[src/rtl/pc_fetch_ctrl_pkg.sv]
// Shared constants and types for the IF-stage fetch PC controller.
// Holds the reset fetch address, the instruction stride and FSM state type.
package pc_fetch_ctrl_pkg;

    localparam int unsigned ADDR_BUS_W   = 32;
    localparam logic [31:0] RESET_PC_DEF = 32'hBFC0_0000;
    localparam logic [31:0] INST_STRIDE  = 32'd4;

    typedef enum logic {
        BOOT = 1'b0,
        RUN  = 1'b1
    } fetch_state_e;

endpackage

[src/rtl/pc_fetch_ctrl_if.sv]
// Fetch-control bundle between pipeline controller / ID / imem and IF.
// master: drives stall/flush/exc_pc/branch_*/inst_ready; slave: drives pc,
// rom_en, fetch_stall_req, fetch_addr_err and redirect_pending.
interface pc_fetch_ctrl_if #(
    parameter int AW = 32
);
    logic          stall;
    logic          flush;
    logic [AW-1:0] exc_pc;
    logic          branch_flag;
    logic [AW-1:0] branch_addr;
    logic          inst_ready;
    logic [AW-1:0] pc;
    logic          rom_en;
    logic          fetch_stall_req;
    logic          fetch_addr_err;
    logic          redirect_pending;

    modport master (
        output stall, flush, exc_pc, branch_flag, branch_addr, inst_ready,
        input  pc, rom_en, fetch_stall_req, fetch_addr_err, redirect_pending
    );

    modport slave (
        input  stall, flush, exc_pc, branch_flag, branch_addr, inst_ready,
        output pc, rom_en, fetch_stall_req, fetch_addr_err, redirect_pending
    );
endinterface

[src/rtl/pc_fetch_ctrl_redirect_latch.sv]
// pc_redirect_latch: single-entry buffer for a branch target seen during stall.
// Ports: clk, rst, set_i/addr_i load, clr_i empties, valid_o/addr_o current entry.
module pc_redirect_latch #(
    parameter int AW = 32
) (
    input  logic          clk,
    input  logic          rst,
    input  logic          set_i,
    input  logic          clr_i,
    input  logic [AW-1:0] addr_i,
    output logic          valid_o,
    output logic [AW-1:0] addr_o
);
    logic          valid_q, valid_d;
    logic [AW-1:0] addr_q, addr_d;

    // Clear wins so a flush always empties the buffer.
    always_comb begin
        valid_d = valid_q;
        addr_d  = addr_q;
        if (clr_i) begin
            valid_d = 1'b0;
        end else if (set_i) begin
            valid_d = 1'b1;
            addr_d  = addr_i;
        end
    end

    always_ff @(posedge clk or posedge rst) begin
        if (rst) begin
            valid_q <= 1'b0;
            addr_q  <= '0;
        end else begin
            valid_q <= valid_d;
            addr_q  <= addr_d;
        end
    end

    assign valid_o = valid_q;
    assign addr_o  = addr_q;
endmodule

[src/rtl/pc_fetch_ctrl.sv]
// IF-stage fetch PC and instruction-memory request controller.
// Ports: clk, rst (async high), bus (slave side of pc_fetch_ctrl_if).
module pc_fetch_ctrl
    import pc_fetch_ctrl_pkg::*;
#(
    parameter int                   ADDR_WIDTH = ADDR_BUS_W,
    parameter logic [ADDR_WIDTH-1:0] RESET_PC  = RESET_PC_DEF[ADDR_WIDTH-1:0]
) (
    input  logic          clk,
    input  logic          rst,
    pc_fetch_ctrl_if.slave bus
);
    fetch_state_e          state_q, state_d;
    logic [ADDR_WIDTH-1:0] pc_q, pc_d;
    logic                  rom_en;
    logic                  pend_set, pend_clr, pend_valid;
    logic [ADDR_WIDTH-1:0] pend_addr;

    // State register.
    always_ff @(posedge clk or posedge rst) begin
        if (rst) state_q <= BOOT;
        else     state_q <= state_d;
    end

    // BOOT lasts one cycle; RUN holds until reset.
    always_comb begin
        state_d = state_q;
        unique case (state_q)
            BOOT: state_d = RUN;
            RUN:  state_d = RUN;
            default: state_d = BOOT;
        endcase
    end

    // Outputs of the FSM.
    always_comb begin
        rom_en = (state_q == RUN);
    end

    // Next-PC selection; flush beats everything, even in BOOT.
    always_comb begin
        pc_d     = pc_q;
        pend_set = 1'b0;
        pend_clr = 1'b0;
        if (bus.flush) begin
            pc_d     = bus.exc_pc;
            pend_clr = 1'b1;
        end else if (state_q == RUN) begin
            if (bus.stall) begin
                pend_set = bus.branch_flag;
            end else if (pend_valid) begin
                // A buffered target wins over a same-cycle branch.
                pc_d     = pend_addr;
                pend_clr = 1'b1;
            end else if (bus.branch_flag) begin
                pc_d = bus.branch_addr;
            end else begin
                pc_d = pc_q + ADDR_WIDTH'(INST_STRIDE);
            end
        end
    end

    always_ff @(posedge clk or posedge rst) begin
        if (rst) pc_q <= RESET_PC;
        else     pc_q <= pc_d;
    end

    pc_redirect_latch #(
        .AW(ADDR_WIDTH)
    ) u_redirect (
        .clk    (clk),
        .rst    (rst),
        .set_i  (pend_set),
        .clr_i  (pend_clr),
        .addr_i (bus.branch_addr),
        .valid_o(pend_valid),
        .addr_o (pend_addr)
    );

    assign bus.pc               = pc_q;
    assign bus.rom_en           = rom_en;
    assign bus.fetch_stall_req  = rom_en & ~bus.inst_ready;
    assign bus.fetch_addr_err   = rom_en & (|pc_q[1:0]);
    assign bus.redirect_pending = pend_valid;
endmodule

[src/flat_wrapper.sv]
// flat-port wrapper written by rule: the top's interface ports become plain ports
module pc_fetch_ctrl_flat import pc_fetch_ctrl_pkg::*;
#(
    parameter int                   ADDR_WIDTH = ADDR_BUS_W,
    parameter logic [ADDR_WIDTH-1:0] RESET_PC  = RESET_PC_DEF[ADDR_WIDTH-1:0]
)
  (clk, rst, bus_stall, bus_flush, bus_exc_pc, bus_branch_flag, bus_branch_addr, bus_inst_ready, bus_pc, bus_rom_en, bus_fetch_stall_req, bus_fetch_addr_err, bus_redirect_pending);
  pc_fetch_ctrl_if #(.AW(32)) bus_i ();
  input  logic clk;
  input  logic rst;
  input wire logic [$bits(bus_i.stall)-1:0] bus_stall;
  input wire logic [$bits(bus_i.flush)-1:0] bus_flush;
  input wire logic [$bits(bus_i.exc_pc)-1:0] bus_exc_pc;
  input wire logic [$bits(bus_i.branch_flag)-1:0] bus_branch_flag;
  input wire logic [$bits(bus_i.branch_addr)-1:0] bus_branch_addr;
  input wire logic [$bits(bus_i.inst_ready)-1:0] bus_inst_ready;
  output wire logic [$bits(bus_i.pc)-1:0] bus_pc;
  output wire logic [$bits(bus_i.rom_en)-1:0] bus_rom_en;
  output wire logic [$bits(bus_i.fetch_stall_req)-1:0] bus_fetch_stall_req;
  output wire logic [$bits(bus_i.fetch_addr_err)-1:0] bus_fetch_addr_err;
  output wire logic [$bits(bus_i.redirect_pending)-1:0] bus_redirect_pending;
  assign bus_i.stall = bus_stall;
  assign bus_i.flush = bus_flush;
  assign bus_i.exc_pc = bus_exc_pc;
  assign bus_i.branch_flag = bus_branch_flag;
  assign bus_i.branch_addr = bus_branch_addr;
  assign bus_i.inst_ready = bus_inst_ready;
  assign bus_pc = bus_i.pc;
  assign bus_rom_en = bus_i.rom_en;
  assign bus_fetch_stall_req = bus_i.fetch_stall_req;
  assign bus_fetch_addr_err = bus_i.fetch_addr_err;
  assign bus_redirect_pending = bus_i.redirect_pending;
  pc_fetch_ctrl #(.ADDR_WIDTH(ADDR_WIDTH), .RESET_PC(RESET_PC)) u_core (.clk(clk), .rst(rst), .bus(bus_i));
endmodule
[config.mk]
export PLATFORM = sky130hd
export DESIGN_NAME = pc_fetch_ctrl_flat
export DESIGN_NICKNAME = d
export VERILOG_FILES = /design/src/rtl/pc_fetch_ctrl_pkg.sv /design/src/rtl/pc_fetch_ctrl_if.sv /design/src/rtl/pc_fetch_ctrl_redirect_latch.sv /design/src/rtl/pc_fetch_ctrl.sv /design/src/flat_wrapper.sv
export SDC_FILE = /design/constraint.sdc
export NUM_CORES = 1
export LEC_CHECK = 0
export CAP_MARGIN = 10
export CORE_ASPECT_RATIO = 2
export CORE_UTILIZATION = 29
export DETAILED_ROUTE_END_ITERATION = 12
export DONT_BUFFER_PORTS = 1
export SLEW_MARGIN = 20
export SYNTH_ARGS = -nofsm -noshare
export SYNTH_HDL_FRONTEND = slang
export SYNTH_SLANG_ARGS = --single-unit
export TNS_END_PERCENT = 20
[constraint.sdc]
create_clock -name clk -period 5.9 [get_ports clk]
set_clock_uncertainty 0.15 [all_clocks]
set_input_delay 1.18 -clock clk [delete_from_list [all_inputs] [get_ports clk]]
set_output_delay 1.18 -clock clk [all_outputs]
set_load 0.01 [all_outputs]
After elaboration in Yosys (flattened, before gate mapping)
Cells that the tools add are included.
- add/subtract/negate cells: 1
- equal/unequal tests: 1
- mux-type cells: 14
- bitwise logic cells: 4
- reduce and logical (&&, ||, !) cells: 5
- operator list (cell ; count):
    two-way mux 32 bit ; 5
    adder 32 x 3 -> 32 bit, second input constant ; 1
    two-way mux 1 bit ; 9
    AND reduction 2 bit ; 2
    nonzero test 2 bit ; 2
    AND 1 bit ; 2
    != test 2 x 1 -> 1 bit, second input constant ; 1
    inverter 1 bit ; 2
    OR reduction 2 bit ; 1
- flip-flop bits (word level): 66

Longest topological paths before layout
Gate-level depths: netlist (run 1).
- depth after elaboration: 6
- mapped depth: 8
- gate-level depth less buffers: 6

Modules after synthesis
Synthesis (run 1) repeated with hierarchy kept, for this count alone.
- cell total of the unflattened synthesis: 435
- area total of the unflattened synthesis: 4172.8 sq um
- modules (own cells, without submodules) (module ; instances ; cells an instance ; area an instance (sq um)):
    pc_fetch_ctrl ; 1 ; 362 ; 2777.7
    pc_redirect_latch ; 1 ; 73 ; 1395.1

Worst setup path before layout (run 1)
No wires, ideal clock.
- path kind: input port to output port
- start point: input bus_inst_ready
- end point: output bus_fetch_stall_req
- data arrival time: 1358 ps
- required time: 4570 ps
- setup slack: 3212 ps
- cell stages on the path: 1
- cells stage by stage: nor2b_1
- word-level cells in the longest chain between the ends: 2
- RTL lines (item ; line ; source):
    start, declared ; flat_wrapper.sv:16 ; input wire logic [$bits(bus_i.inst_ready)-1:0] bus_inst_ready;
    inverter 1 bit ; pc_fetch_ctrl.sv:82 ; assign bus.fetch_stall_req = rom_en & ~bus.inst_ready;
    AND 1 bit ; pc_fetch_ctrl.sv:82 ;
    end, declared ; flat_wrapper.sv:19 ; output wire logic [$bits(bus_i.fetch_stall_req)-1:0] bus_fetch_stall_req;
No other way between the ends.

Final worst setup path (run 1)
- start point: register u_core.u_redirect.valid_q, in the netlist u_core.u_redirect.valid_o
- end point: register u_core.pc_q[6], in the netlist u_core.bus.pc[6]
- word-level cells in the longest chain between the ends: 4
- RTL lines (item ; line ; source):
    start, declared ; pc_fetch_ctrl_redirect_latch.sv:14 ; logic valid_q, valid_d;
    start signal, assigned ; pc_fetch_ctrl_redirect_latch.sv:34 ; valid_q <= valid_d;
    two-way mux 32 bit ; pc_fetch_ctrl.sv:51 ; end else if (pend_valid) begin
    two-way mux 32 bit ; pc_fetch_ctrl.sv:49 ; if (bus.stall) begin
    two-way mux 32 bit ; pc_fetch_ctrl.sv:48 ; end else if (state_q == RUN) begin
    two-way mux 32 bit ; pc_fetch_ctrl.sv:45 ; if (bus.flush) begin
    end signal, assigned ; pc_fetch_ctrl.sv:65 ; else pc_q <= pc_d;
    end, declared ; pc_fetch_ctrl.sv:14 ; logic [ADDR_WIDTH-1:0] pc_q, pc_d;
No other way between the ends. The select of a mux whose other input is x is not followed.
A chain may end at the register's enable or synchronous reset.

==> results of run 1 <==
per-stage QoR:
stage / instance area (um^2) / util [%]
after floorplan: 4105 / -
final: 4581 / 32.98
after global placement: 4228 / 30.44
after detailed placement: 4228 / 30.44
after global routing: 4581 / 32.98
after CTS: 4578 / 32.96
cell usage in the layout, fill, tap and decap left out, drive strengths merged, types with 2 or more instances in the layout:
master and instances:
o21a 4, o21ai 44, mux2i 7, a221o 7, and4 5, a31o 2, o31ai 5, o41ai 2
o2bb2ai 2, buf 7, bufinv 3, clkinv 2, nand3 11, nor3 11, and3 7, a221oi 9
a31oi 7, nand2 42, a22oi 6, clkbuf 9, inv 11, dfrtp 57, a311o 2, nor4 8
o221ai 5, nor2 32, mux2 33, o311ai 3, o22ai 2, a21oi 31, a211oi 5, nand2b 3
dfstp 9, nand4 11, nor2b 5, o211ai 8, or2 4, nand3b 2
Yosys cell counts, types with 3 or more instances:
cell type  count
a221oi_1       9
nor4_1         7
dfstp_2        9
or2_1          4
o211ai_1       8
a221o_1        7
o21ai_0       35
o311ai_1       3
o31ai_1        5
a21oi_1       31
buf_1          6
o21a_1         4
nor2b_1        5
mux2i_1        7
a22oi_1        6
a211oi_1       5
inv_1          8
nand4_1        8
nor2_1        32
nor3_1         9
nand2b_1       3
nand2_1       42
and4_1         5
a31oi_1        7
mux2_2        17
clkbuf_1      19
o221ai_1       5
o21ai_1        9
dfrtp_1       57
buf_2         12
and3_1         7
nand3_1       10
mux2_1        16
layer usage:
layer  vias to the layer above  part of all wire, %  global-route usage [%]
met5                         -                    0                       0
met4                         0                  7.4                   15.36
met3                        55                  9.1                   6.499
met2                       216                   51                   35.27
met1                      1848                   33                   21.19
li1                       1675                    -                       -
registers in the layout, summed over array words and instances (netlist names):
register,cells
u_core.u_redirect.valid_o,1
u_core.u_redirect.addr_o,32
u_core.bus.pc,32
u_core.bus.rom_en,1
path summary, 6_finish.rpt:
path,start,endpoint,cells after the start,slack (ns)
worst max-delay path,u_core.u_redirect.valid_o$_DFFE_PP0P_,u_core.bus.pc[6]$_DFFE_PP0P_,6,2.96
worst min-delay path,u_core.u_redirect.addr_o[7]$_DFFE_PP0P_,u_core.u_redirect.addr_o[7]$_DFFE_PP0P_,1,0.34
worst max register to register,u_core.u_redirect.valid_o$_DFFE_PP0P_,u_core.bus.pc[6]$_DFFE_PP0P_,6,2.96
worst min register to register,u_core.u_redirect.addr_o[7]$_DFFE_PP0P_,u_core.u_redirect.addr_o[7]$_DFFE_PP0P_,1,0.34
max in group asynchronous,rst,u_core.u_redirect.addr_o[25]$_DFFE_PP0P_,2,4.16
min in group asynchronous,rst,u_core.u_redirect.addr_o[12]$_DFFE_PP0P_,2,0.82
logic make-up after synthesis:
family / after synthesis
buffers and inverters: 48
adder cells (fa/ha/maj): 1
multiplexers: 40
other: 1
flip-flops: 66
AND/OR/NAND/NOR: 144
AO/OA/AOI/OAI: 152
worst max-delay path, delay by kind of cell (launching register included):
| kind | cells | cell delay, ns |
|---|---|---|
| AND/OR/NAND/NOR | 1 | 0.73 |
| AO/OA/AOI/OAI | 4 | 0.69 |
| flip-flops | 1 | 0.83 |
| buffers and inverters | 1 | 0.46 |
cell type report:
class	count	area [um^2]
fillers	1468	9310
multi-input cells	338	2245
flip-flops and latches	66	1663
well taps	189	236.5
clock buffers	9	225.2
clock inverters	7	125.1
repair buffers	7	52.55
inverters	9	33.78
power groups by stage:
| stage | Combinational, mW | Clock [mW] | Sequential (mW) |
|---|---|---|---|
| 2_1_floorplan | 0.181 | 0 | 0.605 |
| 3_3_place_gp | 0.197 | 0 | 0.642 |
| 3_5_place_dp | 0.203 | 0 | 0.645 |
| 4_1_cts | 0.204 | 0.648 | 0.638 |
| 5_1_grt | 0.227 | 0.665 | 0.652 |
| 6_report | 0.203 | 0.641 | 0.639 |
==> flow_results.xml, run 1 <==
<?xml version="1.0" encoding="UTF-8"?>
<metrics>
  <group name="outcome">
    <metric name="status" unit="">finished clean</metric>
  </group>
  <group name="timing">
    <metric name="max_slew.worst_pin.slew" unit="ns">0.9097</metric>
    <metric name="period_needed" unit="ns">2.941</metric>
    <metric name="timing.final.ws_setup" unit="ns">2.959</metric>
    <metric name="max_clock_freq" unit="MHz">340.0</metric>
    <metric name="finalHoldViolCount" unit="">0</metric>
    <metric name="timing.max_slew.rel_slack" unit="%">39.36</metric>
    <metric name="layout_worst_path_cycle_share" unit="%">49.86</metric>
    <metric name="finalSetupViolations" unit="">0</metric>
    <metric name="total_negative_slack" unit="ns">0</metric>
    <metric name="slew_viol_final" unit="">0</metric>
    <metric name="rsz0062_at_grt" unit="">no</metric>
    <metric name="fin_worst_hold_slack" unit="ns">0.3356</metric>
  </group>
  <group name="critical_path">
    <metric name="cp_max_fo" unit="">34</metric>
    <metric name="worstSetupEndpointType" unit="">flop</metric>
    <metric name="ordered_cell_list_for_the_critical_path" unit="">buf_4 -&gt; or2_1 -&gt; a21oi_1 -&gt; a2111oi_0 -&gt; a21oi_1 -&gt; o21ai_1</metric>
    <metric name="crit_slowest_cell" unit="">dfrtp_1</metric>
    <metric name="critPathLaunchType" unit="">flop</metric>
    <metric name="cp.required" unit="ns">6.02</metric>
    <metric name="worst-endpoint-arrival" unit="ns">3.06</metric>
    <metric name="cpMostUsedCell" unit="">a21oi_1</metric>
    <metric name="cp_slowest_stage_delay" unit="ns">0.83</metric>
    <metric name="criticalPathCategory" unit="">reg -&gt; reg</metric>
  </group>
  <group name="clock_network">
    <metric name="tritoncts" unit="">done</metric>
    <metric name="cts-htree-levels" unit="">3</metric>
    <metric name="clockRootBuffer" unit="">clkbuf_16</metric>
    <metric name="cts_max_path_buffers" unit="">2</metric>
    <metric name="clk_latency" unit="ns">0.34</metric>
    <metric name="worst_setup_hold_path_clk_slew" unit="ns">0.06</metric>
    <metric name="post_cts_buffers" unit="">0</metric>
    <metric name="hold_buffers" unit="">0</metric>
    <metric name="cts_inserted_buffers" unit="">9</metric>
    <metric name="cts-resized-gates" unit="">0</metric>
    <metric name="cts.sinks" unit="">66</metric>
  </group>
  <group name="logic_synthesis">
    <metric name="primary_flip_flop_cell_chosen_by_synthesis_mapping" unit="">dfrtp_1</metric>
    <metric name="ys_seq_elements" unit="">66</metric>
    <metric name="post_synth_num_cell_types" unit="">61</metric>
    <metric name="synth_sequential_area_ratio" unit="%">40.51</metric>
    <metric name="post_synth_mux_area_share" unit="%">10.76</metric>
    <metric name="synth-edff-count" unit="">0</metric>
    <metric name="async_reset_ff_share" unit="%">100.0</metric>
    <metric name="synthSimpleGateAreaFrac" unit="%">18.93</metric>
    <metric name="synth.top_cells.by_area" unit="">dfrtp_1 35%, dfstp_2 5.8%, mux2_2 4.7%, mux2_1 4.4%, o21ai_0 4.3%</metric>
    <metric name="mappedNetlistNets" unit="">523</metric>
    <metric name="synth_compound_gate_area_share" unit="%">24.47</metric>
    <metric name="largest_family_of_logic_cells_by_synthesized_area" unit="">compound AO/OA/AOI/OAI gates</metric>
    <metric name="synth.top_cell.area_share" unit="%">34.75</metric>
    <metric name="synth_area_per_cell" unit="um^2">9.082</metric>
    <metric name="synth.largest_area_cell" unit="">dfrtp_1</metric>
    <metric name="yosys_warnings" unit="">0</metric>
    <metric name="netlist_area" unit="mm^2">0.004105</metric>
    <metric name="synth_cells" unit="">452</metric>
    <metric name="post_synthesis_adder_cell_area_fraction" unit="%">0.3048</metric>
    <metric name="synth_xor_xnor_area_share" unit="%">0</metric>
  </group>
  <group name="grt">
    <metric name="grt.overflow.total" unit="">0</metric>
    <metric name="grt_antenna_before_repair" unit="">0</metric>
    <metric name="grt_max_degree" unit="">67</metric>
    <metric name="grt_pass1_wl" unit="um">22730</metric>
    <metric name="grt_pass1_vias" unit="">3872</metric>
    <metric name="grtUsageTotal" unit="%">20.85</metric>
  </group>
  <group name="cells_and_area">
    <metric name="area_growth" unit="%">11.58</metric>
    <metric name="final-instance-count-excl-fill" unit="">625</metric>
    <metric name="final_stage_net_count" unit="">502</metric>
    <metric name="diodes" unit="">0</metric>
    <metric name="final_layout_size_suffix_gt1_share" unit="%">13.99</metric>
  </group>
  <group name="die">
    <metric name="dieArea" unit="mm^2">0.01466</metric>
    <metric name="die_h" unit="um">170.3</metric>
    <metric name="floorplan.rows" unit="">61</metric>
    <metric name="core_box_area" unit="mm^2">0.01389</metric>
    <metric name="floorplan.initialDensity" unit="%">29.55</metric>
    <metric name="floorplan.die.width" unit="um">86.13</metric>
    <metric name="io_pins" unit="">106</metric>
  </group>
  <group name="drt">
    <metric name="initialDrtViolationCount" unit="">362</metric>
    <metric name="ant_nets" unit="">0</metric>
    <metric name="drt-total-wl" unit="um">14690</metric>
    <metric name="post_route_drc" unit="">0</metric>
    <metric name="dr_total_vias" unit="">3794</metric>
    <metric name="via_per_inst" unit="">6.070</metric>
    <metric name="route.detailed.wl_per_inst" unit="um">23.50</metric>
    <metric name="first_pass_iters" unit="">5</metric>
  </group>
  <group name="worst_hold_path">
    <metric name="min-delay-path-class" unit="">reg -&gt; reg</metric>
  </group>
  <group name="placed_design">
    <metric name="routabilityCongestion" unit="">0.8637</metric>
    <metric name="hpwlAfterDp" unit="um">10610</metric>
    <metric name="port-buffer-count" unit="">0</metric>
    <metric name="dp_cells" unit="">609</metric>
    <metric name="dpl_worst_slack" unit="ns">2.788</metric>
  </group>
  <group name="pwr">
    <metric name="fin_total_pwr" unit="mW">1.484</metric>
    <metric name="p_per_area" unit="mW/mm^2">323.9</metric>
    <metric name="vdd.ir_drop.worst" unit="uV">191.3</metric>
    <metric name="power.share.switching" unit="%">29.40</metric>
    <metric name="power.switching" unit="mW">0.4362</metric>
    <metric name="seq_power_share" unit="%">43.1</metric>
    <metric name="pwr-share-comb" unit="%">13.7</metric>
    <metric name="cellLeakagePower" unit="nW">1.728</metric>
    <metric name="share_clk_of_total_power" unit="%">43.2</metric>
    <metric name="power_report.internal_total" unit="mW">1.048</metric>
  </group>
  <group name="run">
    <metric name="max-cap-violations" unit="">0</metric>
  </group>
</metrics>
Power figures use the tool's default switching activity.
==> run 2, diff against run 1 <==
==> constraint.sdc (replaced) <==
create_clock -name clk -period 2.8 [get_ports clk]
set_clock_uncertainty 0.15 [all_clocks]
set_input_delay 0.56 -clock clk [delete_from_list [all_inputs] [get_ports clk]]
set_output_delay 0.56 -clock clk [all_outputs]
set_load 0.01 [all_outputs]
==> flow_results.xml, run 2 (same netlist as run 1, synthesis figures left out) <==
<?xml version="1.0" encoding="UTF-8"?>
<metrics>
  <group name="pwr">
    <metric name="pwr-share-comb" unit="%">15.0</metric>
    <metric name="share_clk_of_total_power" unit="%">41.0</metric>
    <metric name="seq_power_share" unit="%">44.0</metric>
    <metric name="power_report.internal_total" unit="mW">2.130</metric>
    <metric name="fin_total_pwr" unit="mW">3.072</metric>
    <metric name="cellLeakagePower" unit="nW">1.768</metric>
    <metric name="power.switching" unit="mW">0.9425</metric>
    <metric name="power.share.switching" unit="%">30.68</metric>
    <metric name="vdd.ir_drop.worst" unit="uV">333.0</metric>
    <metric name="p_per_area" unit="mW/mm^2">658.6</metric>
  </group>
  <group name="drt">
    <metric name="dr_total_vias" unit="">3835</metric>
    <metric name="post_route_drc" unit="">0</metric>
    <metric name="route.detailed.wl_per_inst" unit="um">24.50</metric>
    <metric name="first_pass_iters" unit="">5</metric>
    <metric name="initialDrtViolationCount" unit="">490</metric>
    <metric name="drt-total-wl" unit="um">15680</metric>
    <metric name="via_per_inst" unit="">5.992</metric>
    <metric name="ant_nets" unit="">0</metric>
  </group>
  <group name="die">
    <metric name="die_h" unit="um">170.3</metric>
    <metric name="floorplan.die.width" unit="um">86.13</metric>
    <metric name="floorplan.initialDensity" unit="%">29.55</metric>
    <metric name="dieArea" unit="mm^2">0.01466</metric>
    <metric name="io_pins" unit="">106</metric>
    <metric name="floorplan.rows" unit="">61</metric>
    <metric name="core_box_area" unit="mm^2">0.01389</metric>
  </group>
  <group name="critical_path">
    <metric name="worst-endpoint-arrival" unit="ns">2.39</metric>
    <metric name="r2r_start" unit="">u_core.bus.pc[4]$_DFFE_PP0P_</metric>
    <metric name="worst_r2r_endpoint" unit="">u_core.bus.pc[26]$_DFFE_PP1P_</metric>
    <metric name="startpoint" unit="">u_core.bus.pc[4]$_DFFE_PP0P_</metric>
    <metric name="ordered_cell_list_for_the_critical_path" unit="">nand4_4 -&gt; nor4_4 -&gt; nand4_1 -&gt; or4_1 -&gt; nand3_1</metric>
    <metric name="cp.required" unit="ns">2.93</metric>
    <metric name="worst-r2r-cell-count" unit="">5</metric>
    <metric name="crit_slowest_cell" unit="">dfrtp_1</metric>
    <metric name="critical_path.endpoint" unit="">u_core.bus.pc[26]$_DFFE_PP1P_</metric>
    <metric name="cp_slowest_stage_delay" unit="ns">0.58</metric>
    <metric name="worstSetupEndpointType" unit="">flop</metric>
    <metric name="cp_max_fo" unit="">9</metric>
    <metric name="setup.reg_to_reg.worst_slack" unit="ns">0.54</metric>
    <metric name="critPathLaunchType" unit="">flop</metric>
    <metric name="criticalPathCategory" unit="">reg -&gt; reg</metric>
  </group>
  <group name="timing">
    <metric name="slew_viol_final" unit="">0</metric>
    <metric name="rsz0062_at_grt" unit="">no</metric>
    <metric name="finalHoldViolCount" unit="">0</metric>
    <metric name="period_needed" unit="ns">2.255</metric>
    <metric name="max_slew.worst_pin.slew" unit="ns">0.7668</metric>
    <metric name="fin_worst_hold_slack" unit="ns">0.1958</metric>
    <metric name="finalSetupViolations" unit="">0</metric>
    <metric name="layout_worst_path_cycle_share" unit="%">80.54</metric>
    <metric name="total_negative_slack" unit="ns">0</metric>
    <metric name="max_clock_freq" unit="MHz">443.4</metric>
    <metric name="timing.max_slew.rel_slack" unit="%">48.65</metric>
  </group>
  <group name="cells_and_area">
    <metric name="final.fill_count" unit="">1494</metric>
    <metric name="area_growth" unit="%">13.62</metric>
    <metric name="final_layout_size_suffix_gt1_share" unit="%">15.88</metric>
    <metric name="layout_commonest_cell" unit="">dfrtp_1</metric>
    <metric name="commonest_non_fill_non_tap_cells_in_the_layout" unit="">57 x dfrtp_1, 42 x nand2_1, 35 x o21ai_0</metric>
    <metric name="final_stage_net_count" unit="">513</metric>
  </group>
  <group name="placed_design">
    <metric name="port-buffer-count" unit="">0</metric>
    <metric name="routabilityCongestion" unit="">0.9067</metric>
    <metric name="hpwlAfterDp" unit="um">11380</metric>
  </group>
  <group name="clock_network">
    <metric name="tritoncts" unit="">done</metric>
    <metric name="cts_max_path_buffers" unit="">2</metric>
    <metric name="cts-htree-levels" unit="">3</metric>
    <metric name="worst_setup_hold_path_clk_slew" unit="ns">0.06</metric>
    <metric name="clk_latency" unit="ns">0.34</metric>
    <metric name="post_cts_buffers" unit="">0</metric>
    <metric name="clockRootBuffer" unit="">clkbuf_16</metric>
    <metric name="cts-resized-gates" unit="">0</metric>
    <metric name="hold_buffers" unit="">1</metric>
    <metric name="cts_inserted_buffers" unit="">9</metric>
    <metric name="cts.sinks" unit="">66</metric>
  </group>
  <group name="grt">
    <metric name="grt_antenna_before_repair" unit="">1</metric>
    <metric name="grt_pass1_vias" unit="">3776</metric>
    <metric name="grt_pass1_wl" unit="um">23600</metric>
    <metric name="grtUsageTotal" unit="%">21.99</metric>
    <metric name="grt.overflow.total" unit="">0</metric>
    <metric name="grt_max_degree" unit="">61</metric>
  </group>
  <group name="outcome">
    <metric name="status" unit="">finished clean</metric>
  </group>
  <group name="worst_hold_path">
    <metric name="min-delay-path-class" unit="">in -&gt; reg</metric>
    <metric name="hp-start" unit="">bus_exc_pc[28]</metric>
  </group>
  <group name="run">
    <metric name="max-cap-violations" unit="">0</metric>
  </group>
</metrics>
==> run 2: changes by cell type in the layout (fill, tap and decap cells not counted), sizes merged <==
cell / before / now
buf: 7 / 17
bufinv: 3 / 2
clkinv: 2 / 1
clkinvlp: 0 / 2
diode: 0 / 4
dlygate4sd3: 0 / 1
==> run 2: power groups by stage <==
stage | registers [mW] | logic, mW | clock network [mW]
2_1_floorplan | 1.27 | 0.381 | 0
3_3_place_gp | 1.36 | 0.443 | 0
3_5_place_dp | 1.36 | 0.455 | 0
4_1_cts | 1.34 | 0.458 | 1.27
5_1_grt | 1.37 | 0.508 | 1.30
6_report | 1.35 | 0.461 | 1.26
==> run 2: how the worst min path moves through the flow <==
stage          slack (ns)                                        to  cells after the start
2_1_floorplan        0.31   u_core.u_redirect.addr_o[7]$_DFFE_PP0P_                      1
5_1_grt              0.17              u_core.bus.pc[6]$_DFFE_PP0P_                      1
6_report             0.20             u_core.bus.pc[28]$_DFFE_PP1P_                      1
4_1_cts              0.17             u_core.bus.pc[25]$_DFFE_PP1P_                      1
3_5_place_dp         0.23  u_core.u_redirect.addr_o[13]$_DFFE_PP0P_                      1
3_3_place_gp         0.22  u_core.u_redirect.addr_o[13]$_DFFE_PP0P_                      1
==> run 2: worst max-delay path: cells and delay by family (launching register included) <==
family,cells,cell delay (ns)
flops,1,0.58
simple gates,5,1.46
==> run 2: per-layer routing <==
metal | track usage (%) | part of all wire, % | up-vias
met5 | 0 | 0 | -
li1 | - | - | 1697
met2 | 39.41 | 54 | 207
met3 | 6.062 | 7.4 | 47
met4 | 13.62 | 5.4 | 0
met1 | 21.99 | 34 | 1884
==> run 2: layout make-up <==
cell class	instances	area [um^2]	share of cell area, %
multi-input cells	338	2245	48.12
flip-flops and latches	66	1663	35.65
well taps	189	236.5	5.070
clock buffers	9	225.2	4.828
repair buffers	18	150.1	3.219
clock inverters	7	101.3	2.173
inverters	9	33.78	0.7242
diodes	4	10.01	0.2146
==> run 2: stage by stage <==
step	std cells	setup slack (ns)	area, um^2	util [%]
2_1_floorplan	452	0.4501	4105	-
3_3_place_gp	619	0.3229	4315	31.07
3_5_place_dp	619	0.5798	4318	31.08
4_1_cts	636	0.5736	4654	33.51
5_1_grt	638	0.4025	4659	33.54
6_report	640	0.5449	4664	33.58
